### config.mk
export PLATFORM = sky130hd
export DESIGN_NAME = cdf_pipeline_flat
export DESIGN_NICKNAME = d
export VERILOG_FILES = /design/src/rtl/cdf_pipeline_if.sv /design/src/rtl/cdf_pipeline.sv /design/src/flat_wrapper.sv
export SDC_FILE = /design/constraint.sdc
export NUM_CORES = 1
export LEC_CHECK = 0
export BUFFER_PORTS_ARGS = -buffer_cell sky130_fd_sc_hd__clkbuf_2
export CORE_MARGIN = 2
export CORE_UTILIZATION = 45
export CTS_BUF_LIST = sky130_fd_sc_hd__clkbuf_4
export CTS_CLUSTER_SIZE = 12
export DETAILED_ROUTE_END_ITERATION = 10
export GPL_TIMING_DRIVEN = 0
export PLACE_DENSITY = 0.79
export SKIP_LAST_GASP = 1
export SYNTH_ARGS = -nofsm -noshare
export SYNTH_HDL_FRONTEND = slang
export SYNTH_SLANG_ARGS = --single-unit
### constraint.sdc
create_clock -name clock -period 3.11 [get_ports clock]
set_input_delay 0.311 -clock clock [delete_from_list [all_inputs] [get_ports clock]]
set_output_delay 0.311 -clock clock [all_outputs]
set_load 0.05 [all_outputs]
### src/rtl/cdf_pipeline_if.sv
// Scratchpad and control bundle for the CDF stage of the histogram equalizer.
// master = the CDF pipeline, slave = the scratchpads and sequencing logic around it.
interface cdf_pipeline_if;
  logic         start;
  logic [127:0] m2ReadVal;
  logic [15:0]  m2ReadAddr;
  logic [15:0]  m3WriteAddr;
  logic [127:0] m3WriteVal;
  logic         m3WE;
  logic         done;
  logic         err;

  modport master (
    input  start, m2ReadVal,
    output m2ReadAddr, m3WriteAddr, m3WriteVal, m3WE, done, err
  );

  modport slave (
    output start, m2ReadVal,
    input  m2ReadAddr, m3WriteAddr, m3WriteVal, m3WE, done, err
  );
endinterface

### src/rtl/cdf_pipeline.sv
// Histogram CDF stage: walks m2 bins once per pass, accumulates the cumulative count
// and writes one equalization LUT word per bin into m3 (A -> V -> C -> W pipeline).
module cdf_pipeline #(
  parameter int          PIX_LOG2 = 6,
  parameter int          NUM_BINS = 256,
  parameter logic [15:0] TAG      = 16'hAAAA
) (
  input  logic          clock,
  input  logic          rst_n,
  cdf_pipeline_if.master bus
);

  typedef enum logic [1:0] {IDLE, RUN, DRAIN, DONE} state_t;

  localparam logic [16:0] CDF_LIMIT = 17'(1) << PIX_LOG2;
  localparam logic [15:0] LAST_BIN  = 16'(NUM_BINS - 1);

  state_t        state_reg;
  logic [15:0]   addr_reg;
  logic [1:0]    drain_reg;
  logic          v_valid_reg;
  logic [15:0]   v_addr_reg;
  logic          c_valid_reg;
  logic [15:0]   c_addr_reg;
  logic [16:0]   cdf_reg;
  logic          err_reg;
  logic          done_reg;
  logic          we_reg;
  logic [15:0]   wr_addr_reg;
  logic [127:0]  wr_val_reg;

  logic [15:0]   cnt;
  logic [17:0]   sum;
  logic [16:0]   cdf_next;
  logic [24:0]   scaled;
  logic [24:0]   shifted;
  logic [7:0]    lut;
  logic          unused_bits;

  // Untagged words are bins nobody upstream ever wrote.
  assign cnt      = (bus.m2ReadVal[31:16] == TAG) ? bus.m2ReadVal[15:0] : 16'd0;
  assign sum      = {1'b0, cdf_reg} + {2'b00, cnt};
  assign cdf_next = sum[17] ? 17'h1FFFF : sum[16:0];

  // cdf*255 / 2^PIX_LOG2 as shift-and-subtract; 17+8 bits cannot overflow 25.
  assign scaled  = ({8'd0, cdf_reg} << 8) - {8'd0, cdf_reg};
  assign shifted = scaled >> PIX_LOG2;
  assign lut     = (shifted > 25'd255) ? 8'hFF : shifted[7:0];

  assign unused_bits = &{1'b0, bus.m2ReadVal[127:32]};

  always_ff @(posedge clock or negedge rst_n) begin
    if (!rst_n) begin
      state_reg   <= IDLE;
      addr_reg    <= '0;
      drain_reg   <= '0;
      v_valid_reg <= 1'b0;
      v_addr_reg  <= '0;
      c_valid_reg <= 1'b0;
      c_addr_reg  <= '0;
      cdf_reg     <= '0;
      err_reg     <= 1'b0;
      done_reg    <= 1'b0;
      we_reg      <= 1'b0;
      wr_addr_reg <= '0;
      wr_val_reg  <= '0;
    end else begin
      v_valid_reg <= (state_reg == RUN);
      v_addr_reg  <= addr_reg;
      c_valid_reg <= v_valid_reg;
      we_reg      <= c_valid_reg;

      // Accumulator feeds straight back on itself, so consecutive bins never stall.
      if (v_valid_reg) begin
        cdf_reg    <= cdf_next;
        c_addr_reg <= v_addr_reg;
        if (cdf_next > CDF_LIMIT) begin
          err_reg <= 1'b1;
        end
      end

      if (c_valid_reg) begin
        wr_addr_reg <= c_addr_reg;
        wr_val_reg  <= {64'd0, cdf_reg[15:0], 16'd0, TAG, 8'd0, lut};
      end

      case (state_reg)
        IDLE: begin
          if (bus.start) begin
            state_reg <= RUN;
            addr_reg  <= '0;
            cdf_reg   <= '0;
            err_reg   <= 1'b0;
            done_reg  <= 1'b0;
          end
        end
        RUN: begin
          if (addr_reg == LAST_BIN) begin
            state_reg <= DRAIN;
            drain_reg <= '0;
          end else begin
            addr_reg <= addr_reg + 16'd1;
          end
        end
        DRAIN: begin
          drain_reg <= drain_reg + 2'd1;
          if (drain_reg == 2'd2) begin
            state_reg <= DONE;
            done_reg  <= 1'b1;
          end
        end
        DONE: begin
          if (!bus.start) begin
            state_reg <= IDLE;
          end
        end
        default: state_reg <= IDLE;
      endcase
    end
  end

  assign bus.m2ReadAddr  = addr_reg;
  assign bus.m3WriteAddr = wr_addr_reg;
  assign bus.m3WriteVal  = wr_val_reg;
  assign bus.m3WE        = we_reg;
  assign bus.done        = done_reg;
  assign bus.err         = err_reg;

endmodule

### src/flat_wrapper.sv
// flat-port wrapper written by rule: the top's interface ports become plain ports
module cdf_pipeline_flat 
#(
  parameter int          PIX_LOG2 = 6,
  parameter int          NUM_BINS = 256,
  parameter logic [15:0] TAG      = 16'hAAAA
)
  (clock, rst_n, bus_start, bus_m2ReadVal, bus_m2ReadAddr, bus_m3WriteAddr, bus_m3WriteVal, bus_m3WE, bus_done, bus_err);
  cdf_pipeline_if bus_i ();
  input  logic clock;
  input  logic rst_n;
  input wire logic [$bits(bus_i.start)-1:0] bus_start;
  input wire logic [$bits(bus_i.m2ReadVal)-1:0] bus_m2ReadVal;
  output wire logic [$bits(bus_i.m2ReadAddr)-1:0] bus_m2ReadAddr;
  output wire logic [$bits(bus_i.m3WriteAddr)-1:0] bus_m3WriteAddr;
  output wire logic [$bits(bus_i.m3WriteVal)-1:0] bus_m3WriteVal;
  output wire logic [$bits(bus_i.m3WE)-1:0] bus_m3WE;
  output wire logic [$bits(bus_i.done)-1:0] bus_done;
  output wire logic [$bits(bus_i.err)-1:0] bus_err;
  assign bus_i.start = bus_start;
  assign bus_i.m2ReadVal = bus_m2ReadVal;
  assign bus_m2ReadAddr = bus_i.m2ReadAddr;
  assign bus_m3WriteAddr = bus_i.m3WriteAddr;
  assign bus_m3WriteVal = bus_i.m3WriteVal;
  assign bus_m3WE = bus_i.m3WE;
  assign bus_done = bus_i.done;
  assign bus_err = bus_i.err;
  cdf_pipeline #(.PIX_LOG2(PIX_LOG2), .NUM_BINS(NUM_BINS), .TAG(TAG)) u_core (.clock(clock), .rst_n(rst_n), .bus(bus_i));
endmodule
==> metrics, run 1 <==
outcome=finished, final reports clean; CP Max Fanout=10; Die Ht=129.1 um; skew final=0.01913 ns; Crit-path slowest cell=fa_1; Setup WS pre-CTS=-0.8336 ns; fin worst setup slack=0.06011 ns; top cells by count, synth=dfrtp_1, buf_4, nor2_1; row cnt=45; GP Congestion=0.8875; die width=129.1 um; relative slew slack=35.84%; family with the most delay on the worst path=simple AND/OR/NAND/NOR gates; WP buf/inv=3; cell taking the most area after synthesis=dfrtp_1; Synth cell types=60; layout cells sized above 1=35.41%; Gate Count Post-Synth=709; most common cell in the synthesized netlist=dfrtp_1; drt wl/cell=14.06 um; Clock Tree Buf Depth=2; Iter 0 DRT Violations=501; number of flops mapped to enable cells by yosys=0; number of I/O pins=294; compound-gate portion of the synthesized area=15.37%; max reg flops=25; simple-gate area share of the yosys netlist=12.76%; adder-cell area share of the yosys netlist=5.793%; Initial Utilization=46.14%; CP Cell Sequence=clkbuf_2 -> nor4bb_1 -> and4_4 -> buf_4 -> and2_1 -> ha_2 -> inv_1 -> fa_1 -> nand2b_1 -> a21oi_2 -> a211o_1 -> xnor2_1 -> nand4_1 -> nor4bb_1 -> a41oi_1; hold_sp=bus_start; Die Area=16,660 um2; DP HPWL=12.15 mm; f_max=0.3279 GHz; pwr/cell area=871.4 nW/um2; share of the synthesized area in the top cell type=40.87%; ys flop type=dfrtp_1; Seq/Total Area, Yosys=40.87%; Area Growth Syn to Fin=23.40%; drt total wl=16.31 mm; FILL cells=1,357; gr usage total=19.94%; WS Path Type=in2reg; fin nets=1,099; FF/Latch Area=2885 um2; clk_lat worst skew=0.54 ns; Fin. Hold Viols=0; max-cap violations=0; clock slew at reported path FFs=0.11 ns; hold crit path type=in2reg; Synth Area in XOR/XNOR=3.483%; maximum vdd drop=0.4505 mV; Setup crit end kind=flip-flop; Period minus WS final=3.050 ns; via count=5,733; I/O Buffers=101; synthesis-stage register bit count=115; multi-input logic area=3670 um2; core outline area=15,260 um2; TritonCTS clock tree=built; Mapped Avg Cell Area=9.930 um2; first-pass GRT wire length=26.48 mm; Min Hold Slack=0.2625 ns; post-route ant nets=0; worst slew pin tran=0.9381 ns; DR vias/cell=4.942; total global routing overflow=0; CP startpoint kind=input pin; Synth Cell Area=7041 um2; max-slew violations=0; post-synthesis mux area share=8.104%; Crit Reg-Reg Startpoint=u_core.cdf_reg[8]; CP most frequent cell=nor4bb_1; fin crit share=98.07%; yosys warns=0; PnR Total Power=7.571 mW; drt drc=0; Pre-Repair DR Iteration Count=5; Setup violations, final=0; CTS Sinks=115; largest family of logic cells by synthesized area=compound AO/OA/AOI/OAI gates; TritonCTS Buffers=17; diode count=0; Area contributors post-synth=dfrtp_1, buf_4, mux2_2; vias in the first global route=5,412; post-synthesis async set-or-reset flop share=100.0%; antenna violations before repair=0; max incr delay on CP=0.41 ns; htree depth=4; Lkg Pwr=4.407 nW; largest net degree at the start of global routing=116; WP data arrival=3.46 ns; clock root buffer=clkbuf_4; CP Launch Point=bus_m2ReadVal[28]; worst path required time=3.52 ns
==> cell usage in the layout, fill, tap and decap left out, drive strengths merged, types with 4 or more instances in the layout <==
cell type / synthesis / routed
dfrtp: 115 / 115
clkinv: 0 / 5
a211oi: 7 / 7
nand3: 6 / 6
a21o: 10 / 10
o21ai: 44 / 44
a211o: 7 / 7
o2111ai: 4 / 4
nand2: 24 / 24
a31oi: 25 / 25
nor2: 51 / 51
clkbuf: 24 / 144
or3: 5 / 5
and2: 21 / 21
inv: 23 / 23
conb: 1 / 96
nor4bb: 5 / 5
a2111oi: 7 / 7
a21oi: 33 / 33
xor2: 15 / 15
mux2: 48 / 48
nand4: 8 / 8
xnor2: 13 / 13
buf: 104 / 117
ha: 31 / 31
nor4: 5 / 5
nor3: 12 / 12
nor2b: 7 / 7
and3: 7 / 7
nand2b: 6 / 6
==> where the power goes <==
group	switching, mW	total, mW	internal (mW)
clock	0.567	1.15	0.584
sequential	0.379	2.22	1.84
combinational	2.71	4.20	1.49
==> final cells by class <==
class / instances / share of cell area [%]
buffer: 127 / 10.02
clock buffer: 21 / 1.815
clock inverter: 11 / 1.570
inverter: 23 / 0.9937
multi-input combinational: 538 / 42.24
sequential: 115 / 33.21
tap: 211 / 3.039
timing repair buffer: 114 / 7.114
==> cells by family after synthesis <==
group	count (synthesis)
fa+ha+maj	32
xor+xnor	28
buf+inv	151
mux	51
simple gates	167
other cells	1
flops	115
compound gates	164
==> metrics by stage <==
| stage | cell area (um2) | utilization (%) | TNS [ns] | instances |
|---|---|---|---|---|
| after floorplan | 7422 | - | 0 | 804 |
| after CTS | 8543 | 55.99 | -0.007188 | 1151 |
| after global placement | 8192 | 53.69 | -14.12 | 1116 |
| after detailed placement | 8200 | 53.74 | -14.46 | 1116 |
| final | 8688 | 56.94 | 0 | 1160 |
| after global routing | 8688 | 56.94 | -0.04468 | 1160 |
==> final timing paths <==
| kind | to | slack [ns] | depth (start not counted) |
|---|---|---|---|
| setup reg to reg | u_core.bus.err | 0.11 | 10 |
| min in group asynchronous | u_core.cdf_reg[10] | 0.46 | 2 |
| max in group asynchronous | u_core.cdf_reg[16] | 1.99 | 2 |
| setup / recovery | u_core.bus.err | 0.06 | 15 |
| hold / removal | u_core.bus.m2ReadAddr[1] | 0.26 | 4 |
| hold reg to reg | u_core.bus.m3WE | 0.38 | 0 |
==> worst min-delay path: stages <==
cell	delay, ns
clkbuf_2	0.10
nor2b_1	0.09
nor3_1	0.17
a211oi_1	0.08
==> what timing repair did <==
item                                    in CTS  in global routing
endpoints found under the setup margin      19                 22
pin swaps                                    2                  9
hold buffers                                 1                  0
buffers inserted                             3                  9
endpoints found under the hold margin      115                  0
resized for setup                           10                 22
==> routing by layer <==
| layer | wire length [um] | track usage, % |
|---|---|---|
| met2 | 7470 | 30.97 |
| met1 | 7337 | 27.21 |
| met4 | 259 | 6.841 |
| met5 | 0 | 0 |
| met3 | 1242 | 5.285 |
Note: power is estimated with default switching activity, not from simulation.
==> run 2, diff against run 1 <==
--- a/config.mk
+++ b/config.mk
@@ -7,13 +7,12 @@
 export LEC_CHECK = 0
 export BUFFER_PORTS_ARGS = -buffer_cell sky130_fd_sc_hd__clkbuf_2
 export CORE_MARGIN = 2
-export CORE_UTILIZATION = 45
+export CORE_UTILIZATION = 54
 export CTS_BUF_LIST = sky130_fd_sc_hd__clkbuf_4
 export CTS_CLUSTER_SIZE = 12
 export DETAILED_ROUTE_END_ITERATION = 10
 export GPL_TIMING_DRIVEN = 0
-export PLACE_DENSITY = 0.79
-export SKIP_LAST_GASP = 1
+export PLACE_DENSITY = 0.89
 export SYNTH_ARGS = -nofsm -noshare
 export SYNTH_HDL_FRONTEND = slang
 export SYNTH_SLANG_ARGS = --single-unit
==> constraint.sdc (replaced) <==
create_clock -name clock -period 3.7 [get_ports clock]
set_input_delay 0.37 -clock clock [delete_from_list [all_inputs] [get_ports clock]]
set_output_delay 0.37 -clock clock [all_outputs]
set_load 0.05 [all_outputs]
==> metrics, run 2 (synthesis gave the netlist of run 1 again) <==
total global routing overflow=0; worst path required time=4.06 ns; Clock Tree Buf Depth=2; WP data arrival=3.85 ns; Non-Filler Instances=1,109; GP Congestion=0.9408; Cells after DPL=1,077; layout cells sized above 1=31.48%; vias in the first global route=5,510; worst slew pin tran=0.9151 ns; Pre-Repair DR Iteration Count=6; max reg flops=25; fin nets=1,088; switching pwr=2.960 mW; r2r setup slk=0.21 ns; Lkg Pwr=4.353 nW; drt wl/cell=14.04 um; Setup Fix Bufs, Post-CTS=0; cell-internal power=3.285 mW; Area after DPL=8127 um2; CTS Sinks=115; Switching Fraction=47.40%; CP Max Fanout=10; multi-input logic area=3576 um2; first-pass GRT wire length=25.22 mm; clock root buffer=clkbuf_4; Period minus WS final=3.489 ns; drt total wl=15.57 mm; gr usage total=22.33%; htree depth=4; combinational share of power=52.8%; core outline area=12,670 um2; maximum vdd drop=0.5294 mV; Die Area=13,970 um2; clock power share=16.8%; via count=5,781; outcome=finished, final reports clean; Flop pwr share=30.4%; Die Ht=118.2 um; commonest non-fill, non-tap cell in the layout=dfrtp_1; I/O Buffers=101; drt drc=0; top routing layer used=met4; Finished Core Util=66.87%; fin crit share=94.29%; diode count=0; TritonCTS Buffers=17; number of I/O pins=294; antenna violations before repair=0; fin worst setup slack=0.2114 ns; relative slew slack=37.42%; FF/Latch Area=2878 um2; CP startpoint kind=flip-flop; met3 routed WL=1.375 mm; post-route ant nets=0; Post-Route M1 WL=6.522 mm; Initial Utilization=55.56%; clk_lat worst skew=0.51 ns; FILL cells=966; WS Path Type=reg2reg; fin area=8473 um2; skew final=0.01480 ns; largest net degree at the start of global routing=116; most frequent cells in the layout=dfrtp_1, buf_4, clkbuf_2; Setup WS pre-CTS=-0.3388 ns; met2 WL=7.432 mm; DP HPWL=11.75 mm; TritonCTS clock tree=built; pwr/cell area=737.0 nW/um2; Setup violations, final=0; Area Growth Syn to Fin=20.35%; DR vias/cell=5.213; die width=118.2 um; Setup crit end kind=flip-flop; row cnt=41; Fin. Hold Viols=0; f_max=0.2866 GHz; max-slew violations=0; RSZ-0062 raised after global routing=yes; max-cap violations=0; Iter 0 DRT Violations=547; clock slew at reported path FFs=0.10 ns; hold crit path type=in2reg
run 2: cell types whose count changed in the layout (fill, tap and decap cells not counted), moves of 3 or more:
cell / change
dfrtp_2: -6
nor4bb_1: +3
clkbuf_1: +4
buf_4: -12
clkbuf_4: -3
dfrtp_1: +6
nor4bb_2: -3
clkinvlp_4: -3
run 2: power groups by stage:
stage | registers [mW] | logic, mW | clock network [mW]
2_1_floorplan | 2.22 | 2.19 | 0
3_3_place_gp | 1.89 | 3.18 | 0
3_5_place_dp | 1.91 | 3.25 | 0
4_1_cts | 1.88 | 3.28 | 1.07
5_1_grt | 1.93 | 3.59 | 1.13
6_report | 1.90 | 3.30 | 1.05
run 2: what timing repair did:
item                                   in CTS  in global routing
gates resized for setup                     0                  3
endpoints found under the hold margin      55                  0
setup endpoints to repair                   0                 18
hold buffers                                1                  0
run 2: metrics by stage:
| step | hold WS, ns | setup TNS [ns] | power, mW |
|---|---|---|---|
| 2_1_floorplan | 0.07441 | 0 | 4.411 |
| 3_3_place_gp | 0.3545 | -1.517 | 5.071 |
| 3_5_place_dp | 0.3613 | -2.488 | 5.161 |
| 4_1_cts | 0.3209 | 0 | 6.226 |
| 5_1_grt | 0.3582 | -0.01861 | 6.650 |
| 6_report | 0.3297 | 0 | 6.245 |
run 2: worst max-delay path, cell delays in order, from the launching register on:
cell and delay, ns:
dfrtp_1 0.54, ha_1 0.45, a2111oi_1 0.54, a21boi_0 0.35
o21ai_0 0.17, a21oi_1 0.39, o22a_1 0.30, clkbuf_1 0.43
a31oi_1 0.17
run 2: final cells by class:
type,count,area share (%)
clock inverters,13,2.245
repair buffers,102,6.187
well taps,172,2.540
clock buffers,18,1.595
multi-input cells,538,42.20
inverters,23,1.019
flip-flops and latches,115,33.96
plain buffers,128,10.25
run 2: metal layers:
layer,vias up,GRT usage (%)
li1,2770,-
met1,2707,27.76
met2,273,37.57
met3,31,6.708
met4,0,6.551
met5,-,0
run 2: path summary, 6_finish.rpt:
check                                    from                        end  cells past startpoint
setup / recovery            u_core.cdf_reg[6]         u_core.cdf_reg[13]                      8
hold / removal                      bus_start   u_core.bus.m2ReadAddr[1]                      4
setup reg to reg            u_core.cdf_reg[6]         u_core.cdf_reg[13]                      8
hold reg to reg            u_core.c_valid_reg            u_core.bus.m3WE                      0
max in group asynchronous               rst_n  u_core.bus.m3WriteVal[63]                      2
min in group asynchronous               rst_n  u_core.bus.m3WriteVal[57]                      2
==> run 3, diff against run 2 <==
--- a/config.mk
+++ b/config.mk
@@ -6,13 +6,15 @@
 export NUM_CORES = 1
 export LEC_CHECK = 0
 export BUFFER_PORTS_ARGS = -buffer_cell sky130_fd_sc_hd__clkbuf_2
+export CORE_ASPECT_RATIO = 0.5
 export CORE_MARGIN = 2
 export CORE_UTILIZATION = 54
-export CTS_BUF_LIST = sky130_fd_sc_hd__clkbuf_4
+export CTS_BUF_LIST = sky130_fd_sc_hd__clkbuf_8
 export CTS_CLUSTER_SIZE = 12
 export DETAILED_ROUTE_END_ITERATION = 10
 export GPL_TIMING_DRIVEN = 0
 export PLACE_DENSITY = 0.89
+export SKIP_CTS_REPAIR_TIMING = 1
 export SYNTH_ARGS = -nofsm -noshare
 export SYNTH_HDL_FRONTEND = slang
 export SYNTH_SLANG_ARGS = --single-unit
==> metrics, run 3 (synthesis gave the netlist of run 1 again) <==
skew final=0.01113 ns; multi-input logic area=3583 um2; most frequent cells in the layout=dfrtp_1, buf_4, clkbuf_2; drt wl/cell=14.84 um; R2R cell count=11; diode count=0; TritonCTS Buffers=17; Lkg Pwr=4.395 nW; Clock Tree Buf Depth=2; maximum vdd drop=0.3756 mV; family with the most delay on the worst path=simple AND/OR/NAND/NOR gates; TritonCTS clock tree=built; FF/Latch Area=2878 um2; antenna violations before repair=0; die width=165.5 um; CP Depth=15; I/O Buffers=101; drt drc=0; largest net degree at the start of global routing=116; max-cap violations=0; clk_lat worst skew=0.45 ns; outcome=finished, final reports clean; GP Congestion=0.8715; layout cells sized above 1=32.20%; fin crit share=93.81%; CP Cell Sequence=clkbuf_2 -> nor4bb_1 -> and4_1 -> clkbuf_2 -> and2_1 -> ha_1 -> inv_1 -> fa_1 -> nand2b_1 -> a21oi_1 -> xor2_1 -> o311ai_0 -> nand4_1 -> nor4bb_1 -> a41oi_1; Pre-Repair DR Iteration Count=8; drt total wl=16.44 mm; f_max=0.2881 GHz; vias in the first global route=5,387; relative slew slack=26.93%; total global routing overflow=0; Crit-path slowest cell=o311ai_0; Iter 0 DRT Violations=628; CP Max Fanout=10; DR vias/cell=5.313; CP startpoint kind=input pin; Fin Setup TNS=0 ns; htree depth=4; clock slew at reported path FFs=0.07 ns; Initial Utilization=55.44%; Die Ht=84.74 um; Period minus WS final=3.471 ns; WP buf/inv=3; WP data arrival=3.76 ns; row cnt=29; Setup WS pre-CTS=-0.3674 ns; worst path required time=3.99 ns; RSZ-0062 raised after global routing=no; clock root buffer=clkbuf_8; Die Area=14,020 um2; CTS Sinks=115; Area Growth Syn to Fin=21.79%; worst slew pin tran=1.068 ns; number of I/O pins=294; fin worst setup slack=0.2289 ns; post-route ant nets=0; max-slew violations=0; core outline area=12,700 um2; Setup crit end kind=flip-flop; first-pass GRT wire length=26.12 mm; pwr/cell area=751.2 nW/um2; max incr delay on CP=0.46 ns; WS Path Type=in2reg; via count=5,887; commonest non-fill, non-tap cell in the layout=dfrtp_1; DP HPWL=11.96 mm; max reg flops=25; fin nets=1,088; gr usage total=23.73%; hold crit path type=in2async; Setup violations, final=0; FILL cells=913; Fin. Hold Viols=0
## run 3: changes by cell type in the layout (fill, tap and decap cells not counted), moves of 2 or more
cell,previous run,this run
clkbuf_8,1,20
clkbuf_4,18,0
clkinv_1,3,0
clkinv_2,4,1
clkinvlp_4,0,3
a2111oi_1,2,0
bufinv_16,5,3
clkbuf_1,23,21
clkbuf_2,101,103
clkinv_4,1,3
inv_1,23,25
## run 3: report_power, final
part / internal, mW / leakage [nW] / switching, mW
sequential: 1.54 / 1.48 / 0.339
clock: 0.700 / 0.211 / 0.539
combinational: 1.15 / 2.70 / 2.17
## run 3: area by class of cell
type	count	area share [%]
Sequential cell	115	33.56
Clock buffer	19	3.050
Timing Repair Buffer	102	6.085
Clock inverter	13	1.868
Multi-Input combinational cell	538	41.79
Tap cell	170	2.481
Inverter	23	1.007
Buffer	128	10.16
## run 3: per-layer routing
layer	up-vias	GRT usage (%)	share of wire (%)
met2	316	39.72	47
met1	2753	30.25	41
li1	2774	-	-
met3	44	6.225	8.9
met4	0	7.524	2.2
met5	-	0	0
## run 3: final timing paths
| kind | start | to | slack, ns |
|---|---|---|---|
| max reg2reg | u_core.cdf_reg[16] | u_core.bus.m3WriteVal[3] | 0.29 |
| max | bus_m2ReadVal[20] | u_core.bus.err | 0.23 |
| max in group asynchronous | rst_n | u_core.bus.m3WriteVal[57] | 3.01 |
| min reg2reg | u_core.c_valid_reg | u_core.bus.m3WE | 0.38 |
| min in group clock | bus_start | u_core.bus.m2ReadAddr[1] | 0.34 |
| min | rst_n | u_core.cdf_reg[9] | 0.007 |
## run 3: through the flow
step | area (um2) | cells | hold slack (ns) | util [%] | total power, mW
after floorplan | 7397 | 804 | 0.07441 | - | 4.411
after global placement | 8115 | 1075 | 0.3585 | 63.90 | 5.051
after detailed placement | 8124 | 1075 | 0.3667 | 63.97 | 5.149
after CTS | 8546 | 1107 | 0.08301 | 67.29 | 6.393
after global routing | 8574 | 1108 | 0.1077 | 67.52 | 6.836
final | 8574 | 1108 | 0.006779 | 67.52 | 6.441
